<file path="config.mk">
export PLATFORM = sky130hd
export DESIGN_NAME = demux_eight_seq_flat
export DESIGN_NICKNAME = d
export VERILOG_FILES = /design/src/rtl/demux_pkg.sv /design/src/rtl/demux_eight_seq_if.sv /design/src/rtl/demux_ptr_cnt.sv /design/src/rtl/demux_eight_seq.sv /design/src/flat_wrapper.sv
export SDC_FILE = /design/constraint.sdc
export NUM_CORES = 1
export LEC_CHECK = 0
export CAP_MARGIN = 20
export CORE_MARGIN = 2
export CORE_UTILIZATION = 50
export DETAILED_ROUTE_END_ITERATION = 7
export MAX_ROUTING_LAYER = met4
export PLACE_DENSITY = 0.82
export SLEW_MARGIN = 20
export SYNTH_ARGS = -nofsm -noshare
export SYNTH_HDL_FRONTEND = slang
export SYNTH_SLANG_ARGS = --single-unit
</file>
<file path="constraint.sdc">
create_clock -name clk -period 2.6 [get_ports clk]
set_input_delay 0.26 -clock clk [delete_from_list [all_inputs] [get_ports clk]]
set_output_delay 0.26 -clock clk [all_outputs]
set_load 0.005 [all_outputs]
</file>
<file path="src/rtl/demux_pkg.sv">
// Shared types and constants for the 8-lane sequential demultiplexer.
package demux_pkg;
  localparam int LANES = 8;
  localparam int SEL_W = 3;

  typedef enum logic {FILL, HOLD} demux_state_t;
  typedef logic [SEL_W-1:0] lane_sel_t;
endpackage

</file>
<file path="src/rtl/demux_eight_seq_if.sv">
// Lane-word input and frame output handshake bundle for demux_eight_seq.
interface demux_eight_seq_if
  import demux_pkg::*;
#(
  parameter int WIDTH = 1
);
  logic [WIDTH-1:0]       din;
  logic                   din_valid;
  logic                   din_ready;
  lane_sel_t              s;
  logic                   s_load;
  logic [LANES*WIDTH-1:0] result;
  logic                   frame_valid;
  logic                   frame_ready;

  modport master (
    output din, din_valid, s, s_load, frame_ready,
    input  din_ready, result, frame_valid
  );

  modport slave (
    input  din, din_valid, s, s_load, frame_ready,
    output din_ready, result, frame_valid
  );
endinterface

</file>
<file path="src/rtl/demux_ptr_cnt.sv">
// Write-lane pointer: optional load, increment on accept, wrap flag when lane 7 is written.
module demux_ptr_cnt
  import demux_pkg::*;
(
  input  logic      clk,
  input  logic      rst_n,
  input  logic      load,
  input  lane_sel_t load_val,
  input  logic      inc,
  output lane_sel_t sel,
  output logic      wrap
);
  lane_sel_t ptr_q;

  // A load takes effect in the same cycle, so a concurrent write lands at the loaded lane.
  assign sel  = load ? load_val : ptr_q;
  assign wrap = inc && (sel == lane_sel_t'(LANES - 1));

  // NOTE: registered state uses non-blocking assignments so all flops update together.
  always_ff @(posedge clk or negedge rst_n) begin
    if (!rst_n) begin
      ptr_q <= '0;
    end else if (load || inc) begin
      ptr_q <= sel + lane_sel_t'(inc);
    end
  end
endmodule

</file>
<file path="src/rtl/demux_eight_seq.sv">
// Sequential 1-to-8 demultiplexer: collects lane words into a frame and presents it with valid/ready.
// Build option: define DEMUX_CLEAR_EN to zero the other lanes on the first write of each frame.
module demux_eight_seq
  import demux_pkg::*;
#(
  parameter int WIDTH = 1
) (
  input logic               clk,
  input logic               rst_n,
  demux_eight_seq_if.slave  bus
);
  demux_state_t           state_q, state_d;
  logic [LANES*WIDTH-1:0] lanes_q, lanes_d;
  logic                   din_ready;
  logic                   accept;
  logic                   handoff;
  logic                   load;
  lane_sel_t              load_val;
  lane_sel_t              sel;
  logic                   wrap;
  logic                   clear_other;

  // In HOLD the consumer's ready is passed back so a word can enter lane 0 during the handoff.
  assign din_ready = (state_q == FILL) ? 1'b1 : bus.frame_ready;
  assign accept    = bus.din_valid && din_ready;
  assign handoff   = (state_q == HOLD) && bus.frame_ready;
  assign load      = handoff || ((state_q == FILL) && bus.s_load);
  assign load_val  = handoff ? '0 : bus.s;

  demux_ptr_cnt u_ptr (
    .clk      (clk),
    .rst_n    (rst_n),
    .load     (load),
    .load_val (load_val),
    .inc      (accept),
    .sel      (sel),
    .wrap     (wrap)
  );

`ifdef DEMUX_CLEAR_EN
  logic first_q;

  always_ff @(posedge clk or negedge rst_n) begin
    if (!rst_n) begin
      first_q <= 1'b1;
    end else if (accept) begin
      first_q <= 1'b0;
    end else if (load) begin
      first_q <= 1'b1;
    end
  end

  assign clear_other = handoff || ((state_q == FILL) && (first_q || bus.s_load));
`else
  assign clear_other = 1'b0;
`endif

  // NOTE: every combinational output gets a default first so no path infers a latch.
  always_comb begin
    state_d = state_q;
    case (state_q)
      FILL:    if (accept && wrap) state_d = HOLD;
      HOLD:    if (handoff)        state_d = FILL;
      default: state_d = FILL;
    endcase
  end

  always_comb begin
    lanes_d = lanes_q;
    if (accept) begin
      if (clear_other) lanes_d = '0;
      for (int k = 0; k < LANES; k++) begin
        if (sel == lane_sel_t'(k)) lanes_d[k*WIDTH +: WIDTH] = bus.din;
      end
    end
  end

  // NOTE: the lane bank is small and visible on result, so it is reset like any control flop.
  always_ff @(posedge clk or negedge rst_n) begin
    if (!rst_n) begin
      state_q <= FILL;
      lanes_q <= '0;
    end else begin
      state_q <= state_d;
      lanes_q <= lanes_d;
    end
  end

  assign bus.din_ready   = din_ready;
  assign bus.result      = lanes_q;
  assign bus.frame_valid = (state_q == HOLD);
endmodule

</file>
<file path="src/flat_wrapper.sv">
// flat-port wrapper written by rule: the top's interface ports become plain ports
module demux_eight_seq_flat import demux_pkg::*;
#(
  parameter int WIDTH = 1
)
  (clk, rst_n, bus_din, bus_din_valid, bus_s, bus_s_load, bus_frame_ready, bus_din_ready, bus_result, bus_frame_valid);
  demux_eight_seq_if #(.WIDTH(WIDTH)) bus_i ();
  input logic clk;
  input logic rst_n;
  input wire logic [$bits(bus_i.din)-1:0] bus_din;
  input wire logic [$bits(bus_i.din_valid)-1:0] bus_din_valid;
  input wire logic [$bits(bus_i.s)-1:0] bus_s;
  input wire logic [$bits(bus_i.s_load)-1:0] bus_s_load;
  input wire logic [$bits(bus_i.frame_ready)-1:0] bus_frame_ready;
  output wire logic [$bits(bus_i.din_ready)-1:0] bus_din_ready;
  output wire logic [$bits(bus_i.result)-1:0] bus_result;
  output wire logic [$bits(bus_i.frame_valid)-1:0] bus_frame_valid;
  assign bus_i.din = bus_din;
  assign bus_i.din_valid = bus_din_valid;
  assign bus_i.s = bus_s;
  assign bus_i.s_load = bus_s_load;
  assign bus_i.frame_ready = bus_frame_ready;
  assign bus_din_ready = bus_i.din_ready;
  assign bus_result = bus_i.result;
  assign bus_frame_valid = bus_i.frame_valid;
  demux_eight_seq #(.WIDTH(WIDTH)) u_core (.clk(clk), .rst_n(rst_n), .bus(bus_i));
endmodule
</file>
## Yosys cells after proc, flatten, opt, wreduce, memory -nomap -nowiden

Cells that the tools add are included.

| storage, ports and cells | value |
|---|---|
| flip-flop bits (word level) | 12 |
| word-level logic and storage cells | 41 |
| bits in writable memories | 0 |
| memories | 0 |
| input port bits | 9 |
| latch bits | 0 |
| ROM bits | 0 |
| output and inout port bits | 10 |

| operators by class | value |
|---|---|
| bitwise operators | 1 |
| equal/unequal tests | 7 |
| $add $sub $neg | 1 |
| $lt $le $gt $ge | 0 |
| reduce and logical (&&, ||, !) cells | 16 |
| divide/modulo/power cells | 0 |
| multiply operators | 0 |
| muxes and demuxes | 6 |
| shift operators | 0 |

Operators by type and width:

| cell | count |
|---|---|
| 2-bit AND reduction | 8 |
| 3-bit equality test (second input constant) | 4 |
| 3-bit by 2-bit equality test with 1-bit output (second input constant) | 2 |
| 3-bit 2-to-1 mux | 2 |
| 1-bit logical AND | 5 |
| 3-bit by 1-bit adder with 3-bit output | 1 |
| 3-bit by 1-bit equality test with 1-bit output (second input constant) | 1 |
| 3-bit zero test | 1 |
| 1-bit 2-to-1 mux | 3 |
| 1-bit logical OR | 2 |
| 1-bit case mux with 2 select lines | 1 |
| 1-bit NOT | 1 |

## Longest topological paths before layout

Gate-level depths: netlist of run 1.

| depth | value |
|---|---|
| depth after elaboration | 9 |
| mapped depth | 6 |
| gate-level depth less buffers | 5 |

## By module

From an unflattened synthesis of run 1, not the netlist that was laid out.

| second synthesis, totals | value |
|---|---|
| cells, all modules | 58 |
| area, all modules | 681.9 µm² |

Modules (own cells, without submodules):

| module | cells each | times used | area an instance (µm²) | seq. area each (µm²) |
|---|---|---|---|---|
| demux_eight_seq | 41 | 1 | 473.0 | 225.2 |
| demux_ptr_cnt | 17 | 1 | 209.0 | 75.1 |

## Worst setup path after synthesis of run 1

Ideal clock, no wire load.

| timing path | value |
|---|---|
| path kind | register to register |
| start point | register u_core.state_q (netlist: u_core.bus.frame_valid) |
| end point | register u_core.lanes_q[1] (netlist: u_core.bus.result[1]) |
| path buffers | 2 |
| clock period less this slack | 1553 ps |
| data required time | 2475 ps |
| setup slack | 1047 ps |
| arrival | 1428 ps |
| cell stages (with the launch flop) | 7 |
| library setup time | 125 ps |
| path through | dfrtp_1 > buf_6 > and2b_4 > o2bb2ai_2 > buf_6 > nor3b_2 > mux2_4 |

| between the ends | value |
|---|---|
| word-level cells in the longest chain between the ends | 6 |
| elaborated cells between the ends (all ways) | 10 |
| classes of those cells | eq/ne (1); mux (3); bitwise (1); reduce/logical (5) |

RTL lines:

| what | RTL line | text |
|---|---|---|
| from (decl) | demux_eight_seq.sv:12 | `demux_state_t state_q, state_d;` |
| from (signal assigned) | demux_eight_seq.sv:84 | `state_q <= state_d;` |
| 1-bit NOT | demux_eight_seq.sv:27 | `assign load = handoff \|\| ((state_q == FILL) && bus.s_load);` |
| 1-bit logical AND | demux_eight_seq.sv:27 |  |
| 1-bit logical OR | demux_eight_seq.sv:27 |  |
| 3-bit 2-to-1 mux | demux_ptr_cnt.sv:16 | `assign sel = load ? load_val : ptr_q;` |
| 3-bit by 1-bit equality test with 1-bit output | demux_eight_seq.sv:73 | `if (sel == lane_sel_t'(k)) lanes_d[k*WIDTH +: WIDTH] = bus.din;` |
| 2-bit AND reduction (no line) (*) | -- |  |
| to (signal assigned) | demux_eight_seq.sv:85 | `lanes_q <= lanes_d;` |
| to (decl) | demux_eight_seq.sv:13 | `logic [LANES*WIDTH-1:0] lanes_q, lanes_d;` |

Mark *: on every way between the ends. The rest lies on a longest branch, timed or not.
A chain may end at the register's enable or synchronous reset.

## Final worst setup path of run 1

| timing path | value |
|---|---|
| start point | register u_core.state_q (netlist: u_core.bus.frame_valid) |
| end point | output port bus_din_ready |

| between the ends | value |
|---|---|
| word-level cells in the longest chain between the ends | 1 |

RTL lines:

| what | RTL line | text |
|---|---|---|
| 1-bit 2-to-1 mux | demux_eight_seq.sv:24 | `assign din_ready = (state_q == FILL) ? 1'b1 : bus.frame_ready;` |
| to (decl) | flat_wrapper.sv:15 | `output wire logic [$bits(bus_i.din_ready)-1:0] bus_din_ready;` |

Every way passes these cells.

==> summary.txt, run 1 <==
Outcome
  – Outcome: finished, final reports clean

CTS
  – H-tree depth: 1
  – Clock sink total: 12
  – CTS tree: yes
  – Resized cells post-CTS: 0
  – Clock Pin Slew Worst Setup and Hold Paths: 0.07 ns
  – Cts bufs inserted: 3
  – Skew-Pair Late Insertion Delay: 0.26 ns
  – Post-CTS Setup Bufs: 0
  – Clock buffer depth: 2
  – CTS Root Cell: clkbuf_4
  – Hold buffer count at CTS: 0

Synthesis
  – Ys Warns: 0
  – Post-synthesis cell area: 716 sq um
  – #FFs+latches synth: 12
  – Syn nets: 65
  – Top_reg_cell synth: dfrtp_1
  – Synth cell count leaders: dfrtp_1, mux2_1, nand3_1
  – Distinct cells, synth: 28
  – Count leader, synth: dfrtp_1
  – Top post-synthesis cells by area: dfrtp_1, mux2_1, mux2_4
  – Syn Area/Cell: 12.8 sq um
  – Seq/Total Area, Yosys: 0.420
  – Post-synth EDFFs: 0
  – Post-synth top area share: 0.420
  – Cells after synthesis: 56
  – Cell taking the most area after synthesis: dfrtp_1
  – Asr flop ratio synth: 1.00

STA
  – Worst slew margin: 0.639
  – Setup TNS: 0 ns
  – Highest clock rate: 0.535 GHz
  – Fin crit share: 0.718
  – Final hold violation count: 0
  – Crit path time final: 1.87 ns
  – Worst hold margin: 0.350 ns
  – Max Transition Viols Final: 0
  – Clk_skew: 0.00280 ns
  – RSZ-0062 raised after global routing: false
  – Setup ws final: 0.732 ns
  – Final Setup Violations: 0
  – Least-Margin Pin Slew: 0.539 ns

Detailed routing
  – Total number of vias: 492
  – Initial DRC count: 4
  – Total Wirelength: 1.21 mm
  – Drt wl/cell: 13.6 um
  – Routed Antenna Nets: 0
  – DRC viols: 0
  – First-pass iteration count of the detailed router: 4
  – Vias per inst: 5.53

Floorplanning
  – Initial Utilization: 0.543
  – Ports: 19
  – Die Ht: 41.8 um
  – Die W: 41.8 um
  – CORE AREA: 0.00132 sq mm
  – Num rows: 13
  – DIE AREA: 0.00175 sq mm

Global routing
  – Largest net degree at the start of global routing: 13
  – Vias in the first global route: 489
  – Initial antenna violation count: 0
  – Total GRT Usage: 0.166
  – GRT Residual Overflow: 0
  – First-pass GRT wire length: 2.17 mm

Critical path
  – CP Data Required Time: 2.34 ns
  – Worst setup path class: flop to output port
  – Setup crit start kind: flop
  – R2R Setup Slk: 0.93 ns
  – Worst EP arrival: 1.61 ns
  – Critical Path End Type: output port
  – Crit path max fanout: 10

Cells and area
  – Antenna cells: 0
  – Fin util: 0.686
  – Final nets: 85
  – Non-filler cells in the finished layout: 89
  – Share of cells above drive strength 1: 0.216
  – Area of the multi-input gates: 378 sq um
  – Fin area: 903 sq um
  – Fillers: 108
  – Area grow syn2layout: 26.2%
  – Register Area: 300 sq um

Pwr
  – Peak supply drop: 0.579 mV
  – Leak: 0.366 nW
  – Pwr dens: 938 mW/mm^2
  – Total Power: 0.847 mW

Placed design
  – Setup WS pre-CTS: 0.473 ns
  – # port buffers: 18
  – Placed cell areas: 881 sq um
  – Post-placement cell count: 86
  – Post-DP HPWL: 932 um
  – GPL Wtd Cong: 0.766

Hold path
  – Worst min path class: input port to asynchronous set/reset pin

Run
  – Max Cap Viol: 0
## area by class of cell
class	count	area share
Sequential cell	12	0.332
Clock buffer	3	0.0249
Timing Repair Buffer	18	0.199
Multi-Input combinational cell	40	0.418
Inverter	1	0.00416
Tap cell	15	0.0208
## worst max-delay path, cell delays in order (launching register included)
cell and delay, ns:
dfrtp_1 0.50, and2b_4 0.25, inv_1 0.10, clkdlybuf4s50_1 0.50
## cells by family after synthesis
group	after synthesis	share of synthesized area
simple gates	19	0.182
xor+xnor	1	0.0122
compound gates	8	0.128
flops	12	0.420
buf+inv	4	0.0524
mux	12	0.206
## cells in the final DEF, fill, tap and decap left out
cell type	instances
clkdlybuf4s50_1	18
dfrtp_1	12
mux2_1	6
nand3_1	4
mux2_4	3
nor2_1	3
clkbuf_4	3
nand2_1	2
nor3b_2	2
nand3b_1	2
and2b_4	1
inv_1	1
mux2i_2	1
o2bb2ai_4	1
mux2i_1	1
o2bb2ai_2	1
nand2b_1	1
nor2b_4	1
nand3_2	1
a2bb2oi_1	1
o21ai_2	1
o31ai_1	1
nor2b_1	1
a221o_1	1
nor3_1	1
mux2_2	1
a221oi_1	1
a21oi_1	1
xnor2_1	1
## sequential cells by signal, summed over array words and instances (netlist names)
name and flops:
u_core.bus.result 8, u_core.bus.frame_valid 1, u_core.u_ptr.ptr_q 3
## worst paths after layout
| check | from | endpoint | cells after the start |
|---|---|---|---|
| worst max-delay path | u_core.bus.frame_valid$_DFF_PN0_ | bus_din_ready | 3 |
| worst min-delay path | rst_n | u_core.bus.result[2]$_DFFE_PN0P_ | 1 |
| worst max register to register | u_core.bus.frame_valid$_DFF_PN0_ | u_core.bus.result[6]$_DFFE_PN0P_ | 4 |
| worst min register to register | u_core.bus.result[7]$_DFFE_PN0P_ | u_core.bus.result[7]$_DFFE_PN0P_ | 1 |
| max in group asynchronous | rst_n | u_core.u_ptr.ptr_q[0]$_DFFE_PN0P_ | 1 |
| min in group clk | u_core.bus.result[7]$_DFFE_PN0P_ | u_core.bus.result[7]$_DFFE_PN0P_ | 1 |
## report_power, final
group,internal (mW),switching (mW)
logic,0.252,0.148
clock network,0.0533,0.0544
registers,0.274,0.0654
## routing by layer
metal | GRT usage | share of wire | vias to the layer above
li1 | - | - | 239
met2 | 0.231 | 0.46 | 13
met5 | - | 0 | -
met1 | 0.222 | 0.48 | 238
met3 | 0.0478 | 0.044 | 2
met4 | 0.0774 | 0.0083 | 0
No activity file was read; power rests on OpenSTA's default activity.
==> run 2: changes to the inputs <==
--- a/config.mk
+++ b/config.mk
@@ -7,10 +7,10 @@
 export LEC_CHECK = 0
 export CAP_MARGIN = 20
 export CORE_MARGIN = 2
-export CORE_UTILIZATION = 50
+export CORE_UTILIZATION = 46
 export DETAILED_ROUTE_END_ITERATION = 7
 export MAX_ROUTING_LAYER = met4
-export PLACE_DENSITY = 0.82
+export PLACE_DENSITY = 0.76
 export SLEW_MARGIN = 20
 export SYNTH_ARGS = -nofsm -noshare
 export SYNTH_HDL_FRONTEND = slang
==> constraint.sdc (replaced) <==
create_clock -name clk -period 1.95 [get_ports clk]
set_input_delay 0.195 -clock clk [delete_from_list [all_inputs] [get_ports clk]]
set_output_delay 0.195 -clock clk [all_outputs]
set_load 0.005 [all_outputs]
==> run 2 against run 1 <==
Effect of this change:
- non-clock buffer count is 3 higher
- largest cell class unchanged
- register-to-register slack lost 0.66 ns
- global-route usage shrank 0.53 points
==> summary.txt, run 2 (synthesized netlist as in run 1, its figures left out) <==
Placed design
  – GPL Wtd Cong: 0.761
  – Placed cell areas: 905 sq um
  – Post-DP HPWL: 953 um
  – Setup WS pre-CTS: -0.0432 ns
  – # port buffers: 18

Critical path
  – CP Data Required Time: 1.75 ns
  – Reg2reg end: u_core.bus.result[5]$_DFFE_PN0P_
  – Critical Path End Type: output port
  – Reg-to-Reg Start: u_core.bus.frame_valid$_DFF_PN0_
  – Setup crit start kind: flop
  – R2R Setup Slk: 0.27 ns
  – Worst setup path class: flop to output port
  – Crit path from: u_core.bus.frame_valid$_DFF_PN0_
  – Worst Setup EP: bus_din_ready
  – Reg2reg path depth: 4
  – Crit path max fanout: 10
  – Worst EP arrival: 1.64 ns

Cells and area
  – Fin area: 941 sq um
  – Commonest non-fill, non-tap cells in the layout: clkdlybuf4s50_1, dfrtp_1, mux2_1
  – Most common cell after layout, fill and taps aside: clkdlybuf4s50_1
  – Register Area: 300 sq um
  – Share of cells above drive strength 1: 0.256
  – Area of the multi-input gates: 378 sq um
  – Fillers: 128
  – Area grow syn2layout: 31.5%
  – Number of flip-flops in the largest register: 8
  – Final nets: 88
  – Antenna cells: 0

CTS
  – Clock sink total: 12
  – Resized cells post-CTS: 0
  – Post-CTS Setup Bufs: 0
  – Hold buffer count at CTS: 0
  – CTS Root Cell: clkbuf_4
  – Clock buffer depth: 2
  – Clock Pin Slew Worst Setup and Hold Paths: 0.08 ns
  – Cts bufs inserted: 3
  – Skew-Pair Late Insertion Delay: 0.28 ns
  – H-tree depth: 1
  – CTS tree: yes

Global routing
  – Total GRT Usage: 0.161
  – Met1 Use GR: 0.216
  – First-pass GRT wire length: 2.26 mm
  – Vias in the first global route: 533
  – GRT Residual Overflow: 0
  – Met2 usage: 0.245
  – Global-route met3 utilization: 0.0292
  – Busiest layer in global routing: met2
  – Initial antenna violation count: 0
  – Largest net degree at the start of global routing: 13

Floorplanning
  – Die W: 43.4 um
  – DIE AREA: 0.00189 sq mm
  – Num rows: 14
  – CORE AREA: 0.00149 sq mm
  – Initial Utilization: 0.481
  – Die Ht: 43.4 um
  – Ports: 19

Pwr
  – Peak supply drop: 0.768 mV
  – Sw Share: 0.314
  – Share of power burned in registers: 0.375
  – Psw: 0.379 mW
  – Gate power share: 0.457
  – Total Power: 1.21 mW
  – Pwr dens: 1280 mW/mm^2
  – Internal: 0.827 mW
  – Clk pwr share: 0.168
  – Leak: 0.388 nW

Hold path
  – Worst min path class: input port to asynchronous set/reset pin

STA
  – Crit path time final: 1.84 ns
  – Setup ws final: 0.111 ns
  – Worst slew margin: 0.630
  – Least-Margin Pin Slew: 0.553 ns
  – Max Transition Viols Final: 0
  – Final Setup Violations: 0
  – Clk_skew: 0.00262 ns
  – Fin crit share: 0.943
  – Worst hold margin: 0.270 ns
  – RSZ-0062 raised after global routing: false
  – Highest clock rate: 0.544 GHz
  – Final hold violation count: 0

Detailed routing
  – DRC viols: 0
  – Vias per inst: 5.52
  – Routed Antenna Nets: 0
  – Initial DRC count: 1
  – First-pass iteration count of the detailed router: 4
  – Total Wirelength: 1.28 mm
  – Drt wl/cell: 13.6 um
  – Total number of vias: 519

Outcome
  – Outcome: finished, final reports clean

Run
  – Max Cap Viol: 0
run 2: cell types whose count changed in the layout (fill, tap and decap cells not counted), sizes merged:
cell | before | now
buf | 0 | 3
clkbuf | 3 | 4
run 2: cell type report:
type                    count  area share
clock buffers               4      0.0386
repair buffers             21       0.215
well taps                  16      0.0213
inverters                   1     0.00399
multi-input cells          40       0.402
flip-flops and latches     12       0.319
run 2: power by group through the flow:
stage | Sequential [mW] | Clock, mW | Combinational, mW
finish | 0.453 | 0.203 | 0.551
global route | 0.473 | 0.218 | 0.597
CTS | 0.456 | 0.204 | 0.557
detailed placement | 0.460 | 0 | 0.552
global placement | 0.456 | 0 | 0.546
floorplan | 0.446 | 0 | 0.326
run 2: how the worst min path moves through the flow:
stage	startpoint	to	depth (start not counted)
6_report	rst_n	u_core.bus.result[2]$_DFFE_PN0P_	1
5_1_grt	rst_n	u_core.bus.result[2]$_DFFE_PN0P_	1
4_1_cts	rst_n	u_core.bus.result[3]$_DFFE_PN0P_	1
3_5_place_dp	u_core.bus.result[4]$_DFFE_PN0P_	u_core.bus.result[4]$_DFFE_PN0P_	1
3_3_place_gp	u_core.bus.result[7]$_DFFE_PN0P_	u_core.bus.result[7]$_DFFE_PN0P_	1
2_1_floorplan	rst_n	u_core.bus.frame_valid$_DFF_PN0_	0
run 2: layer usage:
layer / up-vias / share of wire
li1: 249 / -
met1: 247 / 0.51
met2: 20 / 0.42
met3: 3 / 0.055
met4: 0 / 0.015
met5: - / 0
run 2: stage by stage:
stage / util / TNS [ns] / cells
3_3_place_gp: 0.608 / 0 / 90
6_report: 0.632 / 0 / 94
5_1_grt: 0.632 / 0 / 94
2_1_floorplan: - / 0 / 56
4_1_cts: 0.632 / 0 / 94
3_5_place_dp: 0.608 / -0.106 / 90
run 2: critical path, stage by stage, from the launching register on:
cell and delay (ns):
dfrtp_1 0.51, and2b_4 0.25, inv_1 0.10, clkdlybuf4s50_1 0.51
==> run 3: changes to the inputs <==
--- a/config.mk
+++ b/config.mk
@@ -6,11 +6,12 @@
 export NUM_CORES = 1
 export LEC_CHECK = 0
 export CAP_MARGIN = 20
-export CORE_MARGIN = 2
-export CORE_UTILIZATION = 46
+export CORE_MARGIN = 5
+export CORE_UTILIZATION = 49
+export CTS_BUF_LIST = sky130_fd_sc_hd__clkbuf_8
 export DETAILED_ROUTE_END_ITERATION = 7
 export MAX_ROUTING_LAYER = met4
-export PLACE_DENSITY = 0.76
+export PLACE_DENSITY = 0.81
 export SLEW_MARGIN = 20
 export SYNTH_ARGS = -nofsm -noshare
 export SYNTH_HDL_FRONTEND = slang
==> constraint.sdc (replaced) <==
create_clock -name clk -period 2.05 [get_ports clk]
set_input_delay 0.205 -clock clk [delete_from_list [all_inputs] [get_ports clk]]
set_output_delay 0.205 -clock clk [all_outputs]
set_load 0.005 [all_outputs]
==> run 3 against run 2 <==
Effect of this change:
- design area decreased by 2.0%
- global-route usage down 2.4 points
- non-clock buffer count fell by 3
- clock-buffer cell count fell by 1
==> summary.txt, run 3 (synthesized netlist as in run 1, its figures left out) <==
STA
  – Setup TNS: 0 ns
  – Fin crit share: 0.900
  – Clk_skew: 0.00579 ns
  – Max Transition Viols Final: 0
  – Highest clock rate: 0.542 GHz
  – Final hold violation count: 0
  – Final Setup Violations: 0
  – Crit path time final: 1.84 ns
  – RSZ-0062 raised after global routing: false
  – Worst slew margin: 0.649
  – Least-Margin Pin Slew: 0.524 ns
  – Setup ws final: 0.206 ns

Floorplanning
  – Ports: 19
  – DIE AREA: 0.00232 sq mm
  – Num rows: 13
  – Die W: 48.2 um
  – Initial Utilization: 0.537
  – Die Ht: 48.2 um
  – CORE AREA: 0.00133 sq mm

Cells and area
  – Fillers: 100
  – Fin area: 922 sq um
  – Antenna cells: 0
  – Share of cells above drive strength 1: 0.216
  – Fin util: 0.691
  – Non-filler cells in the finished layout: 89
  – Most common cell after layout, fill and taps aside: clkdlybuf4s50_1
  – Number of flip-flops in the largest register: 8
  – Commonest non-fill, non-tap cells in the layout: clkdlybuf4s50_1, dfrtp_1, mux2_1
  – Area of the multi-input gates: 378 sq um
  – Register Area: 300 sq um
  – Area grow syn2layout: 28.8%
  – Final nets: 85

Run
  – Max Cap Viol: 0

Detailed routing
  – Vias per inst: 5.61
  – DRC viols: 0
  – First-pass iteration count of the detailed router: 4
  – Initial DRC count: 4
  – Routed Antenna Nets: 0
  – Total number of vias: 499
  – Drt wl/cell: 15.0 um
  – Total Wirelength: 1.33 mm

Placed design
  – # port buffers: 18
  – Placed cell areas: 881 sq um
  – Post-placement cell count: 86
  – Post-DP HPWL: 1.03 mm
  – Setup WS pre-CTS: -0.0481 ns
  – GPL Wtd Cong: 0.729

Global routing
  – Total GRT Usage: 0.137
  – Vias in the first global route: 500
  – First-pass GRT wire length: 2.14 mm
  – GRT Residual Overflow: 0
  – Largest net degree at the start of global routing: 13
  – Initial antenna violation count: 0

Hold path
  – Worst min path class: input port to asynchronous set/reset pin

Pwr
  – Pwr dens: 1250 mW/mm^2
  – Peak supply drop: 0.889 mV
  – Leak: 0.374 nW

CTS
  – Hold buffer count at CTS: 0
  – CTS tree: yes
  – Cts bufs inserted: 3
  – CTS Root Cell: clkbuf_8
  – Clock Pin Slew Worst Setup and Hold Paths: 0.05 ns
  – Skew-Pair Late Insertion Delay: 0.23 ns
  – Clock buffer depth: 2
  – Post-CTS Setup Bufs: 0
  – H-tree depth: 1
  – Clock sink total: 12
  – Resized cells post-CTS: 0

Critical path
  – Critical Path End Type: flop
  – Crit path max fanout: 6
  – Reg2reg path depth: 4
  – Worst setup path class: input port to flop
  – CP Data Required Time: 2.16 ns
  – Worst EP arrival: 1.95 ns
  – Setup crit start kind: input port

Outcome
  – Outcome: finished, final reports clean
run 3: cell types whose count changed in the layout (fill, tap and decap cells not counted), sizes merged:
cell	before	now
buf	3	0
clkbuf	4	3
run 3: area by class of cell:
type,count,share of cell area
flip-flops and latches,12,0.326
clock buffers,3,0.0448
inverters,1,0.00407
multi-input cells,40,0.410
repair buffers,18,0.195
well taps,15,0.0204
run 3: metal layers:
layer,vias up,GRT usage,part of all wire
li1,241,-,-
met1,240,0.177,0.47
met2,16,0.216,0.45
met3,2,0.0221,0.070
met4,0,0.0484,0.0075
met5,-,-,0
run 3: metrics by stage:
stage	total power [mW]	hold slack (ns)
global placement	0.943	0.474
finish	1.15	0.317
floorplan	0.735	-0.0906
detailed placement	0.960	0.479
global route	1.24	0.363
CTS	1.17	0.339
run 3: path summary, 6_finish.rpt:
| kind | startpoint | to | slack (ns) |
|---|---|---|---|
| setup / recovery | bus_s_load | u_core.bus.result[0]$_DFFE_PN0P_ | 0.21 |
| hold / removal | rst_n | u_core.bus.result[1]$_DFFE_PN0P_ | 0.32 |
| hold reg to reg | u_core.bus.result[0]$_DFFE_PN0P_ | u_core.bus.result[0]$_DFFE_PN0P_ | 0.49 |
| setup reg to reg | u_core.bus.frame_valid$_DFF_PN0_ | u_core.bus.result[4]$_DFFE_PN0P_ | 0.37 |
| min in group clk | u_core.bus.result[0]$_DFFE_PN0P_ | u_core.bus.result[0]$_DFFE_PN0P_ | 0.49 |
| max in group asynchronous | rst_n | u_core.u_ptr.ptr_q[1]$_DFFE_PN0P_ | 1.38 |
run 3: report_power, final:
group | switching (mW) | internal (mW) | leakage [nW]
clock network | 0.0743 | 0.128 | 0.0216
logic | 0.193 | 0.320 | 0.207
registers | 0.0891 | 0.349 | 0.145
total | 0.357 | 0.797 | 0.374
run 3: critical path, stage by stage:
cell and delay (ns):
clkdlybuf4s50_1 0.64, mux2_4 0.36, o21ai_2 0.21, nor3b_2 0.20, mux2_1 0.34
